--- src/rtl/spi_master_pkg.sv ---
// Shared types and constants for the mode-0 SPI master: FSM state encoding
// and the position of the read/write select bit in the command word.
package spi_master_pkg;

    typedef enum logic [1:0] {
        IDLE = 2'd0,
        XFER = 2'd1,
        DONE = 2'd2
    } state_t;

    localparam int RW_BIT_POS_DEFAULT = 8;

    // Read/write select sits in the top bit of the command word.
    function automatic int rw_bit_pos(input int width);
        return width - 1;
    endfunction

endpackage

--- src/rtl/spi_master.sv ---
// Mode-0 SPI master: one command word per frame, SCK at half the system clock,
// MSB-first shifting, one-cycle done pulse per write or read frame.
module spi_master
    import spi_master_pkg::*;
#(
    parameter int         WIDTH = 9,
    parameter logic [3:0] DEPTH = 4'd8
) (
    input  logic             I_clk,
    input  logic             I_rst,
    input  logic             I_en,
    input  logic [WIDTH-1:0] I_data_in,
    input  logic             I_spi_miso,
    output logic [7:0]       O_data_out,
    output logic             O_tx_done,
    output logic             O_rx_done,
    output logic             O_spi_sck,
    output logic             O_spi_cs,
    output logic             O_spi_mosi
);

    localparam int         RW_POS   = rw_bit_pos(WIDTH);
    localparam logic [3:0] CNT_LAST = 4'((2 * int'(DEPTH)) - 1);

    state_t           r_state,    w_state_nxt;
    logic [3:0]       r_cnt,      w_cnt_nxt;
    logic [WIDTH-1:0] r_cmd,      w_cmd_nxt;
    logic [7:0]       r_shift,    w_shift_nxt;
    logic [7:0]       r_data_out, w_data_out_nxt;
    logic             r_tx_done,  w_tx_done_nxt;
    logic             r_rx_done,  w_rx_done_nxt;
    logic             r_sck,      w_sck_nxt;
    logic             r_cs,       w_cs_nxt;
    logic             r_mosi,     w_mosi_nxt;
    logic             w_rd;
    logic [3:0]       w_bit_idx;

    assign w_rd = r_cmd[RW_POS];
    // Leaving odd cnt c, the next bit to present is DEPTH-1-(c+1)/2.
    assign w_bit_idx = DEPTH - 4'd2 - {1'b0, r_cnt[3:1]};

    // Next-state and next-output logic; outputs are computed here and registered below.
    always_comb begin
        w_state_nxt    = r_state;
        w_cnt_nxt      = r_cnt;
        w_cmd_nxt      = r_cmd;
        w_shift_nxt    = r_shift;
        w_data_out_nxt = r_data_out;
        w_tx_done_nxt  = 1'b0;
        w_rx_done_nxt  = 1'b0;
        w_sck_nxt      = 1'b0;
        w_cs_nxt       = 1'b1;
        w_mosi_nxt     = 1'b0;
        case (r_state)
            IDLE: begin
                if (I_en) begin
                    w_state_nxt = XFER;
                    w_cnt_nxt   = 4'd0;
                    w_cmd_nxt   = I_data_in;
                    w_shift_nxt = 8'd0;
                    w_cs_nxt    = 1'b0;
                    w_mosi_nxt  = I_data_in[RW_POS] ? 1'b0 : I_data_in[DEPTH - 4'd1];
                end else begin
                    w_state_nxt = IDLE;
                end
            end
            XFER: begin
                if (r_cnt == CNT_LAST) begin
                    w_state_nxt = DONE;
                    w_cnt_nxt   = 4'd0;
                    if (w_rd) begin
                        w_rx_done_nxt  = 1'b1;
                        w_data_out_nxt = {r_shift[6:0], I_spi_miso};
                    end else begin
                        w_tx_done_nxt = 1'b1;
                    end
                end else if (r_cnt[0]) begin
                    w_cnt_nxt = r_cnt + 4'd1;
                    w_cs_nxt  = 1'b0;
                    if (w_rd) begin
                        w_shift_nxt = {r_shift[6:0], I_spi_miso};
                        w_mosi_nxt  = 1'b0;
                    end else begin
                        w_mosi_nxt  = r_cmd[w_bit_idx];
                    end
                end else begin
                    w_cnt_nxt  = r_cnt + 4'd1;
                    w_cs_nxt   = 1'b0;
                    w_sck_nxt  = 1'b1;
                    w_mosi_nxt = r_mosi;
                end
            end
            DONE: begin
                w_state_nxt = IDLE;
                w_cnt_nxt   = 4'd0;
            end
            default: begin
                w_state_nxt = IDLE;
                w_cnt_nxt   = 4'd0;
            end
        endcase
    end

    // State, counter, datapath and output registers with synchronous reset.
    always_ff @(posedge I_clk) begin
        if (I_rst) begin
            r_state    <= IDLE;
            r_cnt      <= 4'd0;
            r_cmd      <= '0;
            r_shift    <= 8'd0;
            r_data_out <= 8'd0;
            r_tx_done  <= 1'b0;
            r_rx_done  <= 1'b0;
            r_sck      <= 1'b0;
            r_cs       <= 1'b1;
            r_mosi     <= 1'b0;
        end else begin
            r_state    <= w_state_nxt;
            r_cnt      <= w_cnt_nxt;
            r_cmd      <= w_cmd_nxt;
            r_shift    <= w_shift_nxt;
            r_data_out <= w_data_out_nxt;
            r_tx_done  <= w_tx_done_nxt;
            r_rx_done  <= w_rx_done_nxt;
            r_sck      <= w_sck_nxt;
            r_cs       <= w_cs_nxt;
            r_mosi     <= w_mosi_nxt;
        end
    end

    assign O_data_out = r_data_out;
    assign O_tx_done  = r_tx_done;
    assign O_rx_done  = r_rx_done;
    assign O_spi_sck  = r_sck;
    assign O_spi_cs   = r_cs;
    assign O_spi_mosi = r_mosi;

endmodule

--- config.mk ---
export PLATFORM = sky130hd
export DESIGN_NAME = spi_master
export DESIGN_NICKNAME = d
export VERILOG_FILES = /design/src/rtl/spi_master_pkg.sv /design/src/rtl/spi_master.sv
export SDC_FILE = /design/constraint.sdc
export NUM_CORES = 1
export LEC_CHECK = 0
export CAP_MARGIN = 15
export CORE_MARGIN = 2
export CORE_UTILIZATION = 50
export DETAILED_ROUTE_END_ITERATION = 16
export DONT_BUFFER_PORTS = 1
export PLACE_DENSITY = 0.65
export SLEW_MARGIN = 20
export SYNTH_ARGS = -nofsm -noshare
export SYNTH_HDL_FRONTEND = slang
export SYNTH_SLANG_ARGS = --single-unit
--- constraint.sdc ---
create_clock -name I_clk -period 1.8 [get_ports I_clk]
set_clock_uncertainty 0.15 [all_clocks]
set_input_delay 0.27 -clock I_clk [delete_from_list [all_inputs] [get_ports I_clk]]
set_output_delay 0.27 -clock I_clk [all_outputs]
set_load 0.1 [all_outputs]
# == After elaboration in Yosys (flattened, before gate mapping) ==
# Cells that the tools add are included.
# totals
latchBits,0
elab_cells,55
ram_bits,0
regBits,35
mem_bits_ro,0
mem_count,0
# op_classes
n_bitwise,2
n_mux,25
shift,0
eq_ne,8
n_div,0
add_sub_neg,2
mul,0
n_lt_le_gt_ge,1
n_reduce_logical,7
# ops
op,count
2-to-1 mux 7 bit,4
one-hot mux 7 bit (2 select lines),1
2-to-1 mux 1 bit,12
!= test 2 bit (second input constant),5
2-to-1 mux 4 bit,2
one-hot mux 4 bit (2 select lines),1
OR reduction 3 bit,2
less-than comparator 4 x 5 -> 1 bit (second input constant),1
AND reduction 5 bit,1
adder 4 x 1 -> 4 bit (second input constant),1
binary-select mux 1 bit (select 4 bit),1
equality test 4 bit (second input constant),1
one-hot mux 1 bit (2 select lines),2
one-hot mux 2 bit (2 select lines),1
subtractor 3 x 3 -> 4 bit (first input constant),1
!= test 3 bit (second input constant),1
AND reduction 3 bit,1
equality test 2 x 1 -> 1 bit (second input constant),1
logical NOT 2 bit,1
2-to-1 mux 2 bit,1
inverter 1 bit,2
AND reduction 2 bit,1
nonzero test 2 bit,1

# == Depth between registers and ports, before layout ==
# Gate-level depths: netlist of run 1.
# depth
depth_word,7
depth_mapped,6
depth_no_buf,5

# == Least setup slack after synthesis of run 1 ==
# Ideal clock, no wire load.
# synth_path
path_type,reg-to-reg
start,reg r_cnt[1]
end,reg r_data_out[3] (netlist: O_data_out[3])
period_less_slack_ns,1.765
arrival_ns,1.488
required_ns,1.522
stages_incl_launch_ff,7
slack_ns,0.035
path_cell_list,dfxtp_1 -> ha_1 -> nand4_1 -> nor3b_1 -> buf_4 -> mux2i_1 -> nor2_1
# synth_via
elab_chain_len,2
# synth_rtl
element,line,rtl
start: declaration,spi_master.sv:26,"logic [3:0] r_cnt, w_cnt_nxt;"
start signal: assignment,spi_master.sv:119,r_cnt <= w_cnt_nxt;
equality test 4 bit,spi_master.sv:68,if (r_cnt == CNT_LAST) begin
AND reduction 3 bit (no source line),--,
end signal: assignment,spi_master.sv:122,r_data_out <= w_data_out_nxt;
end: declaration,spi_master.sv:29,"logic [7:0] r_data_out, w_data_out_nxt;"
# Every way passes these cells.
# A chain may end at the register's enable or synchronous reset.

# == Worst setup path in the final report of run 1 ==
# layout_path
start,reg r_cnt[1]
end,reg r_mosi (netlist: O_spi_mosi)
# layout_via
elab_chain_len,7
word_cells_on_any_way,9
# layout_rtl
element,line,rtl
subtractor 3 x 3 -> 4 bit,spi_master.sv:40,"assign w_bit_idx = DEPTH - 4'd2 - {1'b0, r_cnt[3:1]};"
binary-select mux 1 bit (select 4 bit),spi_master.sv:84,w_mosi_nxt = r_cmd[w_bit_idx];
2-to-1 mux 1 bit (not written as such),spi_master.sv:84,
2-to-1 mux 1 bit,spi_master.sv:80,if (w_rd) begin
2-to-1 mux 1 bit,spi_master.sv:77,end else if (r_cnt[0]) begin
2-to-1 mux 1 bit,spi_master.sv:68,
one-hot mux 1 bit (2 select lines),spi_master.sv:54,case (r_state)
end signal: assignment,spi_master.sv:127,r_mosi <= w_mosi_nxt;
end: declaration,spi_master.sv:34,"logic r_mosi, w_mosi_nxt;"
# Several ways; a longest one is shown, not always the timed one. The select of a mux whose other input is x is not followed.

==> impl_metrics.env, run 1 <==
export IMPL_fin_nets=203
export IMPL_swShare_pct=25.6
export IMPL_dpl_hpwl_um=1900
export IMPL_clk_path_buf_depth=2
export IMPL_final_cell_mix="33 x dfxtp_1, 23 x nand2_1, 21 x nor2_1, 21 x buf_4"
export IMPL_reg2reg_from="r_cnt[1]"
export IMPL_tritoncts="built"
export IMPL_drt_wl_total_um=2920
export IMPL_grt_first_pass_wirelength_um=5040
export IMPL_max_clock_freq_mhz=577
export IMPL_avgSynthCellArea_sq_um=9.25
export IMPL_cts_clk_slew_worst_paths_ns=0.10
export IMPL_slowest_stage="dfxtp_4"
export IMPL_synthCells=153
export IMPL_arrival_ns=1.82
export IMPL_place_port_buffers=0
export IMPL_yosysUniqueCellTypes=32
export IMPL_dieArea_sq_mm=0.00327
export IMPL_std_cell_rows=19
export IMPL_vias=1187
export IMPL_critPathKind="flip-flop to flip-flop"
export IMPL_r2r_end="O_spi_mosi"
export IMPL_htreeDepth=2
export IMPL_synth_nets=169
export IMPL_worstRegToRegCells=4
export IMPL_power_frac_clock_pct=29.3
export IMPL_worst_setup_path_end_kind="flip-flop"
export IMPL_drt_pass1_iter_count=4
export IMPL_yosysWarnings=0
export IMPL_route_detailed_drc=0
export IMPL_synthFlopType="dfxtp_1"
export IMPL_numCtsBuffers=5
export IMPL_p_int_mw=1.01
export IMPL_drtIter0Drc=35
export IMPL_drv_slew=0
export IMPL_ys_async_sr_fraction_pct=0
export IMPL_startpoint_type="flip-flop"
export IMPL_final_cells=219
export IMPL_cpPeakStageDelay_ns=0.38
export IMPL_drv_cap=0
export IMPL_grt_pass1_vias=1155
export IMPL_fin_crit_ns=1.73
export IMPL_antenna_left=0
export IMPL_chipHeight_um=57.2
export IMPL_layout_commonest_cell="dfxtp_1"
export IMPL_grt_usage_pct=20.0
export IMPL_fill_cells=231
export IMPL_status="complete, no violations"
export IMPL_p_sw_uw=347
export IMPL_ys_ff_latch=35
export IMPL_yosysTopAreaCell="dfxtp_1"
export IMPL_pin_count=26
export IMPL_num_antenna_cells=0
export IMPL_core_sq_mm=0.00273
export IMPL_power_frac_seq_pct=59.6
export IMPL_synth_edf_count=0
export IMPL_startpoint="r_cnt[1]"
export IMPL_required_ns=1.89
export IMPL_worst_pin_slew_ns=1.08
export IMPL_finalSetupTns_ns=0
export IMPL_place_inst=194
export IMPL_pwr_share_comb_pct=11.1
export IMPL_cp_num_cells=4
export IMPL_reg2reg_slack_ns=0.07
export IMPL_fin_crit_sh_pct=96.2
export IMPL_yosysTopAreaCellShare_pct=49.5
export IMPL_max_slew_margin_pct=27.6
export IMPL_grt_max_degree=31
export IMPL_path_buf_inv=0
export IMPL_netlist_area_sq_mm=0.00142
export IMPL_final_setup_viol_count=0
export IMPL_yosysSeqAreaShare_pct=49.5
export IMPL_report_final_hold_viol_count=0
export IMPL_start_util_pct=51.8
export IMPL_root_buffer="clkbuf_4"
export IMPL_die_w_um=57.2
export IMPL_avgViaCountPerCell=5.42
export IMPL_area_growth_pct=26.1
export IMPL_total_power_mw=1.35
export IMPL_gp_congestion=0.834
export IMPL_leakage_nw=0.715
export IMPL_final_layout_size_suffix_gt1_share_pct=19.1
export IMPL_crit_end="O_spi_mosi"
export IMPL_avgRoutedWirePerCell_um=13.4
export IMPL_dp_worst_setup_slack_ns=-0.0209
export IMPL_hp_class="input pin to flip-flop"
export IMPL_path_cells="ha_1, mux4_1, mux2_2, a32o_1"
export IMPL_yosys_top_cells_area="dfxtp_1 50%, nand2_1 6.1%, mux2i_1 5.7%, nor2_1 5.6%, a21oi_1 5.3%"
export IMPL_antenna_found_initial=0
export IMPL_gr_total_overflow=0
export IMPL_cp_max_fo=7
export IMPL_cts_sinks=35
export IMPL_power_density_mw_per_mm2=759
export IMPL_clkLatencyLatePin_ns=0.33
export IMPL_worst_path_dominant_cell_family="multiplexers"
export IMPL_setup_ws_ns=0.0680
export IMPL_ir_drop_v=0.000670
how the worst min path moves through the flow:
stage / startpoint / endpoint / depth (start not counted)
2_1_floorplan: I_data_in[0] / r_cmd[0] / 2
3_3_place_gp: I_rst / r_cmd[0] / 1
3_5_place_dp: I_rst / r_cmd[0] / 1
4_1_cts: I_data_in[7] / O_spi_mosi / 3
5_1_grt: I_data_in[7] / O_spi_mosi / 3
6_report: I_data_in[7] / O_spi_mosi / 3
final cells by class:
cell class / count / area [sq um] / area share, %
Tap cell: 31 / 38.8 / 2.17
Timing Repair Buffer: 37 / 313 / 17.5
Clock inverter: 1 / 5.00 / 0.281
Clock buffer: 7 / 45.0 / 2.52
Inverter: 4 / 15.0 / 0.842
Multi-Input combinational cell: 104 / 662 / 37.1
Sequential cell: 35 / 706 / 39.6
state kept, by name (all words and copies together), names as in the netlist:
name and flops:
r_cmd 9, O_data_out 8, r_shift 7, r_cnt 4
r_state 2, O_rx_done 1, O_spi_cs 1, O_spi_mosi 1
O_spi_sck 1, O_tx_done 1
worst register-to-register path, stage by stage, from the launching register on:
cell,delay [ns]
dfxtp_4,0.38
ha_1,0.31
mux4_1,0.27
mux2_2,0.27
a32o_1,0.25
cell usage after synthesis (2+ instances only):
master	instances
clkbuf_1	6
nor2_1	21
buf_2	2
and2_1	2
mux4_1	2
a21oi_1	15
buf_4	2
a22oi_1	7
nor3b_1	2
nor3_1	3
nand2_1	23
ha_1	3
nand2b_1	2
mux2i_1	8
dfxtp_1	35
inv_1	4
kinds of logic after synthesis:
family / share of synthesized area, %
AND/OR/NAND/NOR: 18.8
flip-flops: 49.5
AO/OA/AOI/OAI: 13.8
buffers and inverters: 4.42
multiplexers: 10.2
adder cells (fa/ha/maj): 2.65
XOR/XNOR: 0.619
timing repair:
item,4_1_cts,5_1_grt
endpoints found under the setup margin,9,13
setup buffers,0,1
endpoints found under the hold margin,35,0
cloned,0,1
resized for setup,1,5
hold buffers,15,0
pin swaps,0,2
through the flow:
stage	instance area (sq um)	hold slack [ns]	utilization, %
4_1_cts	1760	0.0809	64.3
6_report	1780	0.100	65.3
3_3_place_gp	1560	0.193	56.9
5_1_grt	1780	0.121	65.3
3_5_place_dp	1560	0.194	56.9
2_1_floorplan	1420	0.256	-
power by group through the flow:
stage | Clock [mW] | Combinational [mW] | Sequential, mW
after floorplan | 0 | 0.0703 | 0.850
after global placement | 0 | 0.108 | 0.826
after detailed placement | 0 | 0.111 | 0.826
after CTS | 0.415 | 0.147 | 0.808
after global routing | 0.446 | 0.165 | 0.811
final | 0.397 | 0.151 | 0.807
metal layers:
layer	vias up	track usage (%)	wire length, um
li1	598	-	-
met3	7	5.22	133
met5	-	0	0
met4	0	7.97	56
met1	552	23.1	1300
met2	30	35.3	1440
Note: power is estimated with default switching activity, not from simulation.
==> inputs of run 2 (changes only) <==
--- a/config.mk
+++ b/config.mk
@@ -5,6 +5,7 @@
 export SDC_FILE = /design/constraint.sdc
 export NUM_CORES = 1
 export LEC_CHECK = 0
+export ABC_CLOCK_PERIOD_IN_PS = 1800
 export CAP_MARGIN = 15
 export CORE_MARGIN = 2
 export CORE_UTILIZATION = 50
==> results of run 2 <==
No change in the layout: final DEF, timing and power equal those of run 1.
==> inputs of run 3 (changes only) <==
--- a/config.mk
+++ b/config.mk
@@ -12,6 +12,7 @@
 export DETAILED_ROUTE_END_ITERATION = 16
 export DONT_BUFFER_PORTS = 1
 export PLACE_DENSITY = 0.65
+export REMOVE_ABC_BUFFERS = 1
 export SLEW_MARGIN = 20
 export SYNTH_ARGS = -nofsm -noshare
 export SYNTH_HDL_FRONTEND = slang
==> run 3 against run 2 <==
- sequential share of layout area shrank 0.067 points
- critical path depth grew 1
- sequential cell count is the same
- final cell count shrank 0.46%
- count of clock-buffer cells in the layout shrank 2
- hold slack gained 0.063 ns
- sequential power grew 0.5%
- die area is the same
- final area grew 0.70%
- maximum frequency shrank 0.69%
- global-route usage shrank 0.49 points
- first-iteration DRC count shrank 17%
- critical path type unchanged
- critical endpoint unchanged
- largest cell class unchanged
==> impl_metrics.env, run 3 (synthesis gave the netlist of run 1 again) <==
export IMPL_status="complete, no violations"
export IMPL_ir_drop_v=0.000779
export IMPL_grt_pass1_vias=1096
export IMPL_cpPeakStageDelay_ns=0.39
export IMPL_fin_crit_ns=1.74
export IMPL_dp_worst_setup_slack_ns=-0.106
export IMPL_hold_worst_slack_ns=0.164
export IMPL_critPathKind="flip-flop to flip-flop"
export IMPL_postCtsSetupBuffers=0
export IMPL_fin_nets=202
export IMPL_cts_clk_slew_worst_paths_ns=0.10
export IMPL_multi_input_area_sq_um=669
export IMPL_largest_register_ffs=9
export IMPL_clkLatencyLatePin_ns=0.35
export IMPL_antenna_found_initial=0
export IMPL_chipHeight_um=57.2
export IMPL_root_buffer="clkbuf_4"
export IMPL_htreeDepth=2
export IMPL_top_register="r_cmd"
export IMPL_path_cells="buf_4, ha_1, xnor2_1, mux2_2, a32o_1"
export IMPL_final_setup_viol_count=0
export IMPL_utilization_pct=65.7
export IMPL_final_area_sq_mm=0.00180
export IMPL_gr_total_overflow=0
export IMPL_layout_commonest_cell="dfxtp_1"
export IMPL_hp_class="input pin to flip-flop"
export IMPL_dieArea_sq_mm=0.00327
export IMPL_dpl_instance_area_sq_mm=0.00156
export IMPL_final_cell_mix="30 x dfxtp_1, 23 x nand2_1, 21 x nor2_1, 20 x buf_4, 15 x a21oi_1"
export IMPL_dpl_hpwl_um=1940
export IMPL_area_growth_pct=27.0
export IMPL_clk_path_buf_depth=2
export IMPL_final_layout_size_suffix_gt1_share_pct=21.9
export IMPL_cp_max_fo=6
export IMPL_max_clock_freq_mhz=573
export IMPL_worst_pin_slew_ns=0.599
export IMPL_required_ns=1.89
export IMPL_num_antenna_cells=0
export IMPL_place_port_buffers=0
export IMPL_slowest_stage="dfxtp_4"
export IMPL_grt_max_degree=31
export IMPL_grt_usage_pct=19.6
export IMPL_std_cell_rows=19
export IMPL_gp_congestion=0.839
export IMPL_fin_crit_sh_pct=96.9
export IMPL_leakage_nw=0.707
export IMPL_start_util_pct=51.8
export IMPL_setup_ws_ns=0.0559
export IMPL_max_slew_margin_pct=59.9
export IMPL_startpoint_type="flip-flop"
export IMPL_worst_setup_path_end_kind="flip-flop"
export IMPL_numCtsBuffers=5
export IMPL_report_final_hold_viol_count=0
export IMPL_vias=1187
export IMPL_cts_sinks=35
export IMPL_drv_slew=0
export IMPL_drtIter0Drc=29
export IMPL_antenna_left=0
export IMPL_power_density_mw_per_mm2=767
export IMPL_avgViaCountPerCell=5.44
export IMPL_regArea_sq_um=709
export IMPL_drt_pass1_iter_count=4
export IMPL_fill_cells=227
export IMPL_arrival_ns=1.84
export IMPL_tritoncts="built"
export IMPL_die_w_um=57.2
export IMPL_grt_first_pass_wirelength_um=4830
export IMPL_core_sq_mm=0.00273
export IMPL_pin_count=26
export IMPL_drt_wl_total_um=3000
export IMPL_total_power_mw=1.38
export IMPL_drv_cap=0
export IMPL_route_detailed_drc=0
export IMPL_avgRoutedWirePerCell_um=13.8
-- run 3: cell types whose count changed in the layout (fill, tap and decap cells not counted), sizes merged --
cell | previous run | this run
dlygate4sd3 | 15 | 14
clkinvlp | 0 | 2
clkbuf | 7 | 5
-- run 3: repair_timing --
item | CTS | global route
hold endpoints to repair | 35 | 0
gates cloned | 0 | 1
pin swaps | 0 | 2
endpoints found under the setup margin | 9 | 9
gates resized for setup | 2 | 9
hold buffers | 15 | 0
-- run 3: critical path, delay by kind of cell (launching register included) --
kind | cells | cell delay (ns)
AO/OA/AOI/OAI | 1 | 0.26
XOR/XNOR | 1 | 0.16
adder cells (fa/ha/maj) | 1 | 0.20
buffers and inverters | 1 | 0.14
flip-flops | 1 | 0.39
multiplexers | 1 | 0.36
-- run 3: layout make-up --
cell class              instances  area share (%)
clock buffers                   5            2.09
clock inverters                 3            1.11
inverters                       4           0.836
multi-input cells             104            37.3
flip-flops and latches         35            39.5
well taps                      31            2.16
repair buffers                 36            17.1
-- run 3: per-stage QoR --
stage | TNS [ns] | std cells
3_5_place_dp | -0.737 | 194
2_1_floorplan | -5.53 | 143
6_report | 0 | 218
3_3_place_gp | 0 | 194
5_1_grt | -0.0414 | 218
4_1_cts | 0 | 217
-- run 3: worst paths after layout --
check	start	endpoint	slack (ns)	cells after the start
max	r_cnt[1]	O_spi_mosi	0.06	5
min	I_data_in[7]	O_spi_mosi	0.16	3
max reg2reg	r_cnt[1]	O_spi_mosi	0.06	5
min reg2reg	r_cmd[3]	r_cmd[3]	0.31	2
-- run 3: power by group --
part / internal, mW / switching, mW
Combinational: 0.0579 / 0.0859
Sequential: 0.794 / 0.0165
Clock: 0.149 / 0.274
Total: 1.00 / 0.376
-- run 3: metal layers --
layer | up-vias | wire length, um | global-route usage, %
met5 | - | 0 | 0
met4 | 0 | 72 | 7.64
met3 | 10 | 161 | 7.94
met2 | 33 | 1510 | 34.2
met1 | 550 | 1260 | 21.1
li1 | 594 | - | -
==> variant 1, RTL diff (settings of run 3) <==
Change the parameter `WIDTH` from 9 to 11.
--- a/src/rtl/spi_master.sv
+++ b/src/rtl/spi_master.sv
@@ -4,5 +4,5 @@
     import spi_master_pkg::*;
 #(
-    parameter int         WIDTH = 9,
+    parameter int         WIDTH = 11,
     parameter logic [3:0] DEPTH = 4'd8
 ) (
Ports: changed (resized I_data_in); port bits go from 26 to 28. No check against the original RTL was run, so the function may have changed too.
==> variant 1 against run 3 <==
- routed wire length decreased by 5.7%
- sequential cell count is 1 higher
- power rose by 6.0%
- sequential share of layout area fell by 1.1 points
- clock power up 6.1%
- synthesized area grew 7.6%
- hold slack got worse by 0.12 ns
- sequential power increased by 3.1%
- setup slack improved by 0.080 ns
- maximum frequency rose by 4.8%
- critical path depth did not move
- design area grew 4.8%
==> variant 1: results (changes against run 3) <==
* Outcome: completed
* Diode count at 0 (unchanged)
* First-pass GRT wire length at 5130 um (+6.3%)
* Sequential share of the synthesized area at 0.473 (-0.0218)
* Met3 Resource Use GR at 0.0568 (-0.0226)
* Final worst slack at 0.136 ns (+0.0800 ns)
* GP Congestion at 0.813 (-3.2%)
* CP max FO at 7 (+1)
* Met3 WL at 140 um (-13%)
* DP Worst Slack at 0.0512 ns (+0.157 ns)
* Worst-margin pin slew at 0.463 ns (-0.136 ns)
* Mapped Cells at 158 (+3.3%)
* Metal-1 WL at 1330 um (+5.2%)
* Slowest stage cell, crit path: dfxtp_2
* Slowest stage delay, CP at 0.37 ns (-0.02 ns)
* Worst Hold Path EP: r_shift[0]
* Worst Hold Slack at 0.0385 ns (-0.125 ns)
* DR iter-0 viols at 31 (+6.9%)
* DP Area at 1670 um^2 (+7.2%)
* Non-Filler Instances at 221 (+1.4%)
* Share of cells above drive strength 1 at 0.202 (-0.0171)
* Synth cell count leaders: dfxtp_1, nor2_1, mux2i_1
* Total Nets Final at 205 (+1.5%)
* Lkg Pwr at 0.732 nW (+3.7%)
* Met2 Track Usage GR at 0.297 (-0.0448)
* Routed wl met2 at 1310 um (-13%)
* Hold Startpoint: I_rst
* CP Data Arrival Time at 1.74 ns (-0.10 ns)
* CP top delay family: compound AO/OA/AOI/OAI gates
* Worst vdd ir at 0.429 mV (-45%)
* Placed cell count at 201 (+3.6%)
* Largest register FFs at 10 (+1)
* Distinct cell type count after synthesis at 38 (+19%)
* Vias in the first global route at 1184 (+8.0%)
[variant 1: cell types whose count changed in the layout (fill, tap and decap cells not counted), moves of 4 or more]
| cell | before | now |
|---|---|---|
| nand2_1 | 23 | 9 |
| mux2i_1 | 8 | 21 |
| a22oi_1 | 7 | 1 |
| nand3_1 | 1 | 7 |
| dfxtp_1 | 30 | 35 |
| nor2_1 | 21 | 25 |
[variant 1: final cells by class]
| cell class | instances | area, um^2 |
|---|---|---|
| Clock buffer | 6 | 51.3 |
| Clock inverter | 2 | 10.0 |
| Fill cell | 239 | 1090 |
| Inverter | 3 | 11.3 |
| Multi-Input combinational cell | 110 | 762 |
| Sequential cell | 36 | 722 |
| Tap cell | 33 | 41.3 |
| Timing Repair Buffer | 31 | 285 |
[variant 1: repair_timing]
| item | CTS | global route |
|---|---|---|
| setup buffers | 0 | 0 |
| hold buffers | 12 | 0 |
| gates resized for setup | 0 | 5 |
| endpoints found under the setup margin | 0 | 8 |
| endpoints found under the hold margin | 36 | 0 |
[variant 1: where the power goes]
group | internal [mW] | switching (mW) | leakage (nW)
clock network | 0.186 | 0.263 | 0.0380
registers | 0.820 | 0.0165 | 0.293
logic | 0.0712 | 0.103 | 0.401
[variant 1: cells by family (layout without fill, tap and decap cells)]
family / Yosys count / in the layout / synth area share
adder cells (fa/ha/maj): 3 / 3 / 0.0247
buffers and inverters: 12 / 42 / 0.0411
multiplexers: 21 / 21 / 0.138
XOR/XNOR: 1 / 1 / 0.0107
AND/OR/NAND/NOR: 60 / 60 / 0.210
AO/OA/AOI/OAI: 25 / 25 / 0.103
flip-flops: 36 / 36 / 0.473
==> variant 2, RTL diff (settings of run 3) <==
Made on the original files. Put one more register stage on the output `O_spi_sck`, cleared by the reset. The value now appears one clock later. The other outputs are not delayed to match.
--- a/src/rtl/spi_master.sv
+++ b/src/rtl/spi_master.sv
@@ -132,5 +132,11 @@
     assign O_tx_done  = r_tx_done;
     assign O_rx_done  = r_rx_done;
-    assign O_spi_sck  = r_sck;
+    always_ff @(posedge I_clk) begin
+        if (I_rst) begin
+            O_spi_sck <= '0;
+        end else begin
+            O_spi_sck <= r_sck;
+        end
+    end
     assign O_spi_cs   = r_cs;
     assign O_spi_mosi = r_mosi;
Check against the original RTL: not equivalent (Yosys sat finds a counterexample within 4 cycles, from zero or initial values and one cycle with I_rst high).
==> variant 2 against run 3 <==
- final cell count grew 0.46%
- global-route usage grew 0.12 points
- power is 1.4% higher
- hold slack worse by 0.12 ns
- sequential share of layout area rose by 0.79 points
- design area shrank 0.42%
- sequential cell count up 1
- setup slack gained 0.029 ns
- routed wire length fell by 2.5%
- synthesized cell count rose by 4.6%
- clock power is 1% lower
- synthesized area is 4.7% higher
- highest routed layer unchanged
==> variant 2: results (changes against run 3) <==
* Vias per std cell at 5.47 (+0.47%)
* Non-Filler Instances at 219 (+0.46%)
* Largest net degree at the start of global routing at 36 (+16%)
* Slowest stage delay, CP at 0.50 ns (+0.11 ns)
* Mapped Cells at 160 (+4.6%)
* Max Freq at 0.583 GHz (+1.7%)
* CP Data Arrival Time at 1.79 ns (-0.05 ns)
* Slowest stage cell, crit path: mux4_2
* Fraction of area in multi-input gates at 0.385 (+0.0121)
* Worst Hold Slack at 0.0467 ns (-0.117 ns)
* Adder-cell area share of the yosys netlist at 0.0253 (-0.00119)
* Gr usage total at 0.197 (+0.00122)
* First-pass GRT wire length at 5050 um (+4.6%)
* Worst Hold Path EP: r_cmd[8]
* Layout non-clock buf frac at 0.155 (-0.0161)
* Register cell area after layout at 721 um^2 (+1.6%)
* DP HPWL at 1990 um (+2.4%)
* Compound-Gate Fraction of Synth Area at 0.122 (-0.0155)
* Switching part of the total at 0.259 (-0.0140)
* Met2 Track Usage GR at 0.321 (-0.0205)
* Hold Startpoint: I_en
* Worst vdd ir at 0.616 mV (-21%)
* Distinct cell type count after synthesis at 30 (-6.3%)
* Routed wire length at 2930 um (-2.5%)
* Clock Network Area Fraction at 0.0301 (-0.00196)
* Met3 Resource Use GR at 0.0725 (-0.00684)
* Outcome: completed
* CP top delay family: multiplexers
* Non-clk invs at 3 (-1)
-- variant 2: cell count changes in the layout (fill, tap and decap cells not counted), moves of 3 or more --
cell	change
nand2_1	+3
dlygate4sd3_1	-3
dfxtp_2	-4
dfxtp_1	+6
nor2b_1	+3
nand3_1	+3
-- variant 2: repair_timing --
action / CTS / global route
gates resized for setup: 0 / 3
hold buffers: 12 / 0
endpoints found under the hold margin: 36 / 0
endpoints found under the setup margin: 0 / 9
-- variant 2: kinds of logic after synthesis --
family,Yosys count
AND/OR/NAND/NOR,68
XOR/XNOR,1
AO/OA/AOI/OAI,27
adder cells (fa/ha/maj),3
flip-flops,36
buffers and inverters,14
multiplexers,11
-- variant 2: power by group through the flow --
stage	Combinational, mW	Sequential [mW]	Clock (mW)
CTS	0.145	0.834	0.434
global placement	0.106	0.852	0
finish	0.145	0.835	0.417
global route	0.159	0.838	0.461
floorplan	0.0550	0.875	0
detailed placement	0.109	0.853	0
